[src/rtl/fetchq_pkg.sv]
// Shared types and helpers for the instruction fetch queue.
// Holds the redirect FSM state type and the fetch-word byte swap.
package fetchq_pkg;

    typedef enum logic [0:0] {
        RUN        = 1'b0,
        REDIR_PEND = 1'b1
    } fq_state_e;

    function automatic logic [31:0] bswap32(input logic [31:0] w);
        return {w[7:0], w[15:8], w[23:16], w[31:24]};
    endfunction

endpackage

[src/rtl/fetchq_fifo.sv]
// Circular buffer for fetched {instruction, pc} entries.
// Flush empties it in one cycle; the caller never writes when full.
module fetchq_fifo
    import fetchq_pkg::*;
#(
    parameter int DEPTH = 4,
    parameter int WIDTH = 64
) (
    input  logic                   clk,
    input  logic                   rst,
    input  logic                   flush,
    input  logic                   wr_en,
    input  logic [WIDTH-1:0]       wr_data,
    input  logic                   rd_en,
    output logic [WIDTH-1:0]       rd_data,
    output logic [$clog2(DEPTH):0] count
);

    localparam int PW = $clog2(DEPTH);
    localparam int CW = PW + 1;

    logic [WIDTH-1:0] mem [DEPTH];
    logic [PW-1:0]    wr_ptr_q;
    logic [PW-1:0]    rd_ptr_q;
    logic [CW-1:0]    count_q;

    always_ff @(posedge clk) begin
        if (wr_en && !flush) begin
            mem[wr_ptr_q] <= wr_data;
        end
    end

    // DEPTH is a power of two, so pointers wrap by natural overflow.
    always_ff @(posedge clk) begin
        if (rst || flush) begin
            wr_ptr_q <= '0;
            rd_ptr_q <= '0;
            count_q  <= '0;
        end else begin
            if (wr_en) begin
                wr_ptr_q <= wr_ptr_q + PW'(1);
            end
            if (rd_en) begin
                rd_ptr_q <= rd_ptr_q + PW'(1);
            end
            unique case ({wr_en, rd_en})
                2'b10:   count_q <= count_q + CW'(1);
                2'b01:   count_q <= count_q - CW'(1);
                default: count_q <= count_q;
            endcase
        end
    end

    assign rd_data = mem[rd_ptr_q];
    assign count   = count_q;

endmodule

[src/rtl/riscv_fetch_queue.sv]
// Fetch PC generator, redirect FSM and instruction queue front end.
// Define FETCHQ_PERF_EN to add saturating empty/redirect perf counters.
module riscv_fetch_queue
    import fetchq_pkg::*;
#(
    parameter int                DEPTH    = 4,
    parameter int                ADDR_W   = 32,
    parameter logic [ADDR_W-1:0] RESET_PC = '0
) (
    input  logic              clk_i,
    input  logic              rst_i,
    output logic              icache_ren,
    output logic [ADDR_W-3:0] icache_addr,
    input  logic              icache_stall,
    input  logic [31:0]       icache_rdata,
    input  logic              redirect_i,
    input  logic [ADDR_W-1:0] redirect_pc_i,
    output logic              valid_o,
    input  logic              ready_i,
    output logic [31:0]       instr_o,
`ifdef FETCHQ_PERF_EN
    output logic [31:0]       perf_empty_cnt,
    output logic [31:0]       perf_redirect_cnt,
`endif
    output logic [ADDR_W-1:0] pc_o
);

    localparam int            CW   = $clog2(DEPTH) + 1;
    localparam int            EW   = 32 + ADDR_W;
    localparam logic [CW-1:0] FULL = CW'(DEPTH);

    fq_state_e         state_q;
    logic [ADDR_W-1:0] fetch_pc_q;
    logic [ADDR_W-1:0] pend_pc_q;
    logic [CW-1:0]     count;
    logic [EW-1:0]     rd_entry;
    logic              fetch;
    logic              pop;

    assign icache_ren  = (count < FULL) || (state_q == REDIR_PEND);
    assign icache_addr = fetch_pc_q[ADDR_W-1:2];
    assign valid_o     = (count != '0);
    assign fetch       = icache_ren && !icache_stall &&
                         (state_q == RUN) && !redirect_i;
    assign pop         = valid_o && ready_i && !redirect_i;

    assign instr_o = rd_entry[EW-1:ADDR_W];
    assign pc_o    = rd_entry[ADDR_W-1:0];

    fetchq_fifo #(
        .DEPTH (DEPTH),
        .WIDTH (EW)
    ) u_fifo (
        .clk     (clk_i),
        .rst     (rst_i),
        .flush   (redirect_i),
        .wr_en   (fetch),
        .wr_data ({bswap32(icache_rdata), fetch_pc_q}),
        .rd_en   (pop),
        .rd_data (rd_entry),
        .count   (count)
    );

    // A word returning with a redirect, or after one, is always dropped.
    always_ff @(posedge clk_i) begin
        if (rst_i) begin
            state_q    <= RUN;
            fetch_pc_q <= RESET_PC;
            pend_pc_q  <= '0;
        end else begin
            unique case (1'b1)
                redirect_i && icache_stall: begin
                    state_q   <= REDIR_PEND;
                    pend_pc_q <= redirect_pc_i;
                end
                redirect_i && !icache_stall: begin
                    state_q    <= RUN;
                    fetch_pc_q <= redirect_pc_i;
                end
                !redirect_i && (state_q == REDIR_PEND) && !icache_stall: begin
                    state_q    <= RUN;
                    fetch_pc_q <= pend_pc_q;
                end
                fetch: begin
                    fetch_pc_q <= fetch_pc_q + ADDR_W'(4);
                end
                default: begin
                    state_q <= state_q;
                end
            endcase
        end
    end

`ifdef FETCHQ_PERF_EN
    logic [31:0] empty_cnt_q;
    logic [31:0] redir_cnt_q;

    always_ff @(posedge clk_i) begin
        if (rst_i) begin
            empty_cnt_q <= '0;
            redir_cnt_q <= '0;
        end else begin
            if (!valid_o && !redirect_i && (empty_cnt_q != '1)) begin
                empty_cnt_q <= empty_cnt_q + 32'd1;
            end
            if (redirect_i && (redir_cnt_q != '1)) begin
                redir_cnt_q <= redir_cnt_q + 32'd1;
            end
        end
    end

    assign perf_empty_cnt    = empty_cnt_q;
    assign perf_redirect_cnt = redir_cnt_q;
`endif

endmodule
[config.mk]
export PLATFORM = sky130hd
export DESIGN_NAME = riscv_fetch_queue
export DESIGN_NICKNAME = d
export VERILOG_FILES = /design/src/rtl/fetchq_pkg.sv /design/src/rtl/fetchq_fifo.sv /design/src/rtl/riscv_fetch_queue.sv
export SDC_FILE = /design/constraint.sdc
export NUM_CORES = 1
export LEC_CHECK = 0
export BUFFER_PORTS_ARGS = -buffer_cell sky130_fd_sc_hd__buf_2
export CORE_ASPECT_RATIO = 1.2
export CORE_UTILIZATION = 52
export DETAILED_ROUTE_END_ITERATION = 7
export GPL_TIMING_DRIVEN = 0
export MAX_ROUTING_LAYER = met4
export PLACE_DENSITY = 0.73
export SLEW_MARGIN = 0
export SYNTH_ARGS = -nofsm -noshare
export SYNTH_HDL_FRONTEND = slang
export SYNTH_SLANG_ARGS = --single-unit
[constraint.sdc]
create_clock -name clk_i -period 7.9 [get_ports clk_i]
set_input_delay 0.79 -clock clk_i [delete_from_list [all_inputs] [get_ports clk_i]]
set_output_delay 0.79 -clock clk_i [all_outputs]
set_load 0.02 [all_outputs]
== Yosys cells after proc, flatten, opt, wreduce, memory -nomap -nowiden ==
Memory sizes are Yosys's and may differ from the RTL's. A register that Yosys moved wholly into a read port is not among the register bits.
Cells that the tools add are included.

* Register bits after elaboration: 72
* RAM bits: 256
* Input port bits: 69
* Output and inout bits: 96
* Word-level logic and storage cells: 42
* Memories kept: 1

{| class="wikitable"
|+ Memories
! memory !! words !! width !! read ports !! clocked after Yosys merged registers in !! wr ports !! line !! RTL
|-
| u_fifo.mem || 4 || 64 || 1 || 1 || 1 || fetchq_fifo.sv:22 || <nowiki>logic [WIDTH-1:0] mem [DEPTH];</nowiki>
|}

* $add $sub $neg: 5
* Magnitude comparators: 1
* Equality and inequality tests: 2
* Multiplexer cells: 7
* Bitwise operators: 1
* Reduce and logical (&&, ||, !) cells: 19

{| class="wikitable"
|+ Operators with widths
! operator !! number
|-
| $pmux W32 S3 || 1
|-
| $add A32 B3 Y32 const B || 1
|-
| $logic_and A1 B1 Y1 || 10
|-
| $pmux W3 S2 || 1
|-
| $reduce_bool A3 Y1 || 2
|-
| $add A2 B1 Y2 const B || 2
|-
| $mux W2 || 2
|-
| $reduce_bool A2 Y1 || 2
|-
| $add A3 B1 Y3 const B || 1
|-
| $lt A3 B3 Y1 const B || 1
|-
| $sub A3 B1 Y3 const B || 1
|-
| $eq A2 B1 Y1 const B || 1
|-
| $eq A2 B2 Y1 const B || 1
|-
| $logic_not A1 Y1 || 2
|-
| $logic_or A1 B1 Y1 || 2
|-
| $mux W1 || 2
|-
| $pmux W1 S2 || 1
|-
| $reduce_or A2 Y1 || 1
|-
| $not A1 Y1 || 1
|}

== Longest topological paths before layout ==
* Depth in word-level cells: 8
* Gate-level depth with buffers: 11
* Mapped depth without buffers: 8

== Cells and area by module ==
A second synthesis with hierarchy kept.

* Cell total of the unflattened synthesis: 861
* Area total of the unflattened synthesis: 13,405.4 sq um

{| class="wikitable"
|+ Modules (own cells, without submodules)
! module !! instances !! cells each !! area an instance (sq um) !! seq. area each (sq um)
|-
| fetchq_fifo || 1 || 381 || 9,743.1 || 7,867.5
|-
| riscv_fetch_queue || 1 || 480 || 3,662.3 || 1,301.2
|}

== Least setup slack after synthesis ==
No wires, ideal clock.

* Path type: input to register
* Start: input redirect_i
* End: memory u_fifo.mem[0][0], enable pin
* Setup time: 0.429 ns
* Arrival: 3.147 ns
* Required time: 7.471 ns
* Slack: 4.324 ns
* Stages on the path: 4
* Path buffers: 2
* Path through: buf_2 -> nor4_4 -> buf_2 -> and2_1

* Longest elaborated chain between the ends: 5

{| class="wikitable"
|+ Ends and longest elaborated chain
! what !! line !! RTL
|-
| start, declared || riscv_fetch_queue.sv:16 || <nowiki>input logic redirect_i,</nowiki>
|-
| $logic_not A1 Y1 * || fetchq_fifo.sv:28, riscv_fetch_queue.sv:44 ||
|-
| $logic_and A1 B1 Y1 || riscv_fetch_queue.sv:44 || <nowiki>(state_q == RUN) && !redirect_i;</nowiki>
|-
| $logic_and A1 B1 Y1 * || fetchq_fifo.sv:28 || <nowiki>if (wr_en && !flush) begin</nowiki>
|-
| $mux W1 * || fetchq_fifo.sv:28 ||
|-
| $mux W1 (implied by the code) * || fetchq_fifo.sv:29 || <nowiki>mem[wr_ptr_q] <= wr_data;</nowiki>
|-
| end, declared || fetchq_fifo.sv:22 ||
|}

Mark *: on every way between the ends. The rest lies on a longest branch, timed or not.

==> results.cfg <==
[clock_tree]
clkLatencyLatePin_ns = 0.54
post_cts.repair.setup_buffers = 0
post_cts_resized = 0
cts_tree = built
cts-buffers-inserted = 31
cts_root_buf = clkbuf_16
clockBufferDepth = 3
htreeDepth = 1
cts_sinks = 330
clk_pin_slew_ns = 0.06
postCtsHoldBufs = 0

[power_and_ir_drop]
intPower_mw = 2.815
sw_frac_of_total_pct = 21.72
ir_worst_vdd_mv = 0.1334
comb_power_share_pct = 6.5
switchingPower_mw = 0.7813
seqPwrFrac_pct = 54.1
p_leak_nw = 5.474
pwr-share-clk_pct = 39.4
power_density_nw_per_um2 = 229.4

[sta]
hold_viol_final = 0
slew_headroom_pct = 44.70
fin_skew_ns = 0.01230
tightest_slew_ns = 0.8233
post-route-min-period_ns = 3.410
setup_tns_ns = 0
period_share_pct = 43.16
rsz0062_at_grt = no
report.final.setup_viol = 0
timing.fmax_mhz = 293.3
final_max_slew_viol_count = 0

[cells_and_area]
drive_gt1_share_pct = 31.79
diodes = 0
fillers = 1817
nets = 1137
syn_to_final_growth_pct = 17.20
final_cells = 1407

[grt]
overflow = 0
grt_usage_pct = 22.98
grt_pass1_wl_um = 44530
grt_max_degree = 57
antenna_found_initial = 0
grt_pass1_vias = 7944

[floorplanning]
initial_utilization_pct = 53.54
die_area_um2 = 26380
die_h_um = 177.7
core_area_um2 = 24990
die_w_um = 148.4
pin_count = 165
fp-row-count = 63

[synthesis]
synth_top_cell_area_share_pct = 57.46
avgSynthCellArea_um2 = 15.52
synth_edf_count = 256
seq_area_frac_synth_pct = 68.54
ys_async_sr_fraction_pct = 0
synth_common_cells = edfxtp_1 (256), nand2_1 (86), dfxtp_1 (74)
ys_seq_elements = 330
yosys_most_used_dff = edfxtp_1
synth.top_cells.by_area = edfxtp_1 (57%), dfxtp_1 (11%), mux4_2 (11%), nand2_1 (2.4%), a21oi_1 (2.4%)
synth.largest_area_cell = edfxtp_1
synth.distinct_cells = 63
synth_warnings = 0
syn_area_um2 = 13380
synth_cells = 862
synth.net_count = 938
synth_most_common_cell = edfxtp_1

[routing]
wl_um = 29210
drc = 0
drt_iter0_drc = 742
post_drt_wl_per_cell_um = 20.76
vias_per_cell = 5.878
drtPass1Iterations = 6
ant_nets = 0
vias = 8270

[setup_path]
worstReg2RegEnd = u_fifo.count[2]
reg2reg_from = u_fifo.count[2]
reg2regPathDepth = 11
crit_arrival_ns = 2.62
critPathLaunchType = register
r2r_slack_ns = 5.20
required_ns = 7.11
path_class = register to output port
crit_path_max_fanout = 10
end_kind = output port

[placement]
place_inst = 1353
place_hpwl_um = 19560
globalplace.congestion = 0.9265
portBuffers = 162

[flow_run]
drv_cap = 0

[min_path]
min-delay-start = pend_pc_q[22]
hold_depth = 2
hold_end = pend_pc_q[22]
hold_path.class = register to register

[status]
status = finished, final reports clean
==> through the flow <==
stage	setup slack (ns)	util (%)	hold slack (ns)	instance area (um^2)	total power, mW
6_report	4.490	62.75	0.4541	15680	3.597
3_3_place_gp	2.686	58.41	0.4416	14600	2.210
4_1_cts	4.387	62.75	0.4379	15680	3.622
5_1_grt	4.273	62.75	0.4391	15680	3.704
3_5_place_dp	4.724	58.86	0.4484	14710	2.217
2_1_floorplan	4.324	-	0.4317	13380	2.117
==> power by group through the flow <==
stage | registers (mW) | logic, mW | clock network, mW
after global routing | 1.95 | 0.252 | 1.50
after detailed placement | 1.98 | 0.234 | 0
after global placement | 1.98 | 0.228 | 0
after floorplan | 1.97 | 0.146 | 0
final | 1.95 | 0.235 | 1.42
after CTS | 1.95 | 0.234 | 1.44
==> worst max-delay path, stage by stage, from the launching register on <==
cell and delay (ns):
dfxtp_1 0.31, clkbuf_1 0.53, buf_2 0.47, mux4_2 0.58, buf_2 0.18
==> logic make-up after synthesis <==
| logic type | share of synthesized area (%) |
|---|---|
| flip-flops | 68.54 |
| AND/OR/NAND/NOR | 7.361 |
| multiplexers | 10.77 |
| XOR/XNOR | 0.3274 |
| adder cells (fa/ha/maj) | 0.7108 |
| buffers and inverters | 4.087 |
| AO/OA/AOI/OAI | 8.203 |
==> flip-flops by register name, indices dropped and copies added, names as in the netlist, named ones only <==
name / count
fetch_pc_q: 32
pend_pc_q: 32
state_q: 1
u_fifo.count: 3
u_fifo.mem: 256
u_fifo.rd_ptr_q: 2
u_fifo.wr_ptr_q: 2
==> worst max path at each step <==
| stage | startpoint | end | slack (ns) | cells past startpoint |
|---|---|---|---|---|
| after floorplan | redirect_i | u_fifo.mem[0][0] | 4.32 | 4 |
| after global placement | redirect_i | u_fifo.mem[0][20] | 2.69 | 4 |
| after detailed placement | icache_stall | u_fifo.mem[1][61] | 4.72 | 5 |
| after CTS | register | pc_o[16] | 4.39 | 4 |
| after global routing | register | pc_o[9] | 4.27 | 4 |
| final | register | pc_o[16] | 4.49 | 4 |
==> area by class of cell <==
type	count	area (um^2)	share of cell area, %
tap	325	406.6	2.594
timing repair buffer	166	913.4	5.826
buffer	85	494.2	3.152
clock buffer	33	783.3	4.996
sequential	330	9169	58.48
multi-input combinational	433	3672	23.42
inverter	14	52.55	0.3352
clock inverter	21	187.7	1.197
==> routing by layer <==
metal | up-vias | GRT usage [%] | part of all wire [%]
met3 | 60 | 2.622 | 6.7
met1 | 4098 | 30.36 | 41
met4 | 0 | 5.369 | 2.0
met2 | 345 | 38.28 | 51
li1 | 3767 | - | -
met5 | - | - | 0
==> layout by cell type, fill, tap and decap left out, types with 4 or more instances in the layout <==
cell       Yosys  layout
clkinv_1       0      10
a21o_1         7       7
buf_4         31      31
buf_6          5       5
and3_1         5       5
nor3b_1        5       5
nand4_1       11      11
inv_1         13      13
o21ai_1        5       5
clkbuf_16      0      31
and2_4         0       4
a221oi_1       7       7
dfxtp_1       74      74
or3_1          6       6
a211oi_1       4       4
a221o_1        4       4
a222oi_1       4       4
a22o_1         4       4
ha_1           6       6
o21ai_0       14      14
nand2_1       86      86
edfxtp_1     256     256
clkbuf_1      29      31
nand3_1        7       7
a21oi_1       64      64
a31oi_1       13      13
nor3_1        12      12
nor2_1        29      29
a22oi_1       13      13
mux4_2        64      64
buf_2         17     179
(Power assumes the default switching activity.)
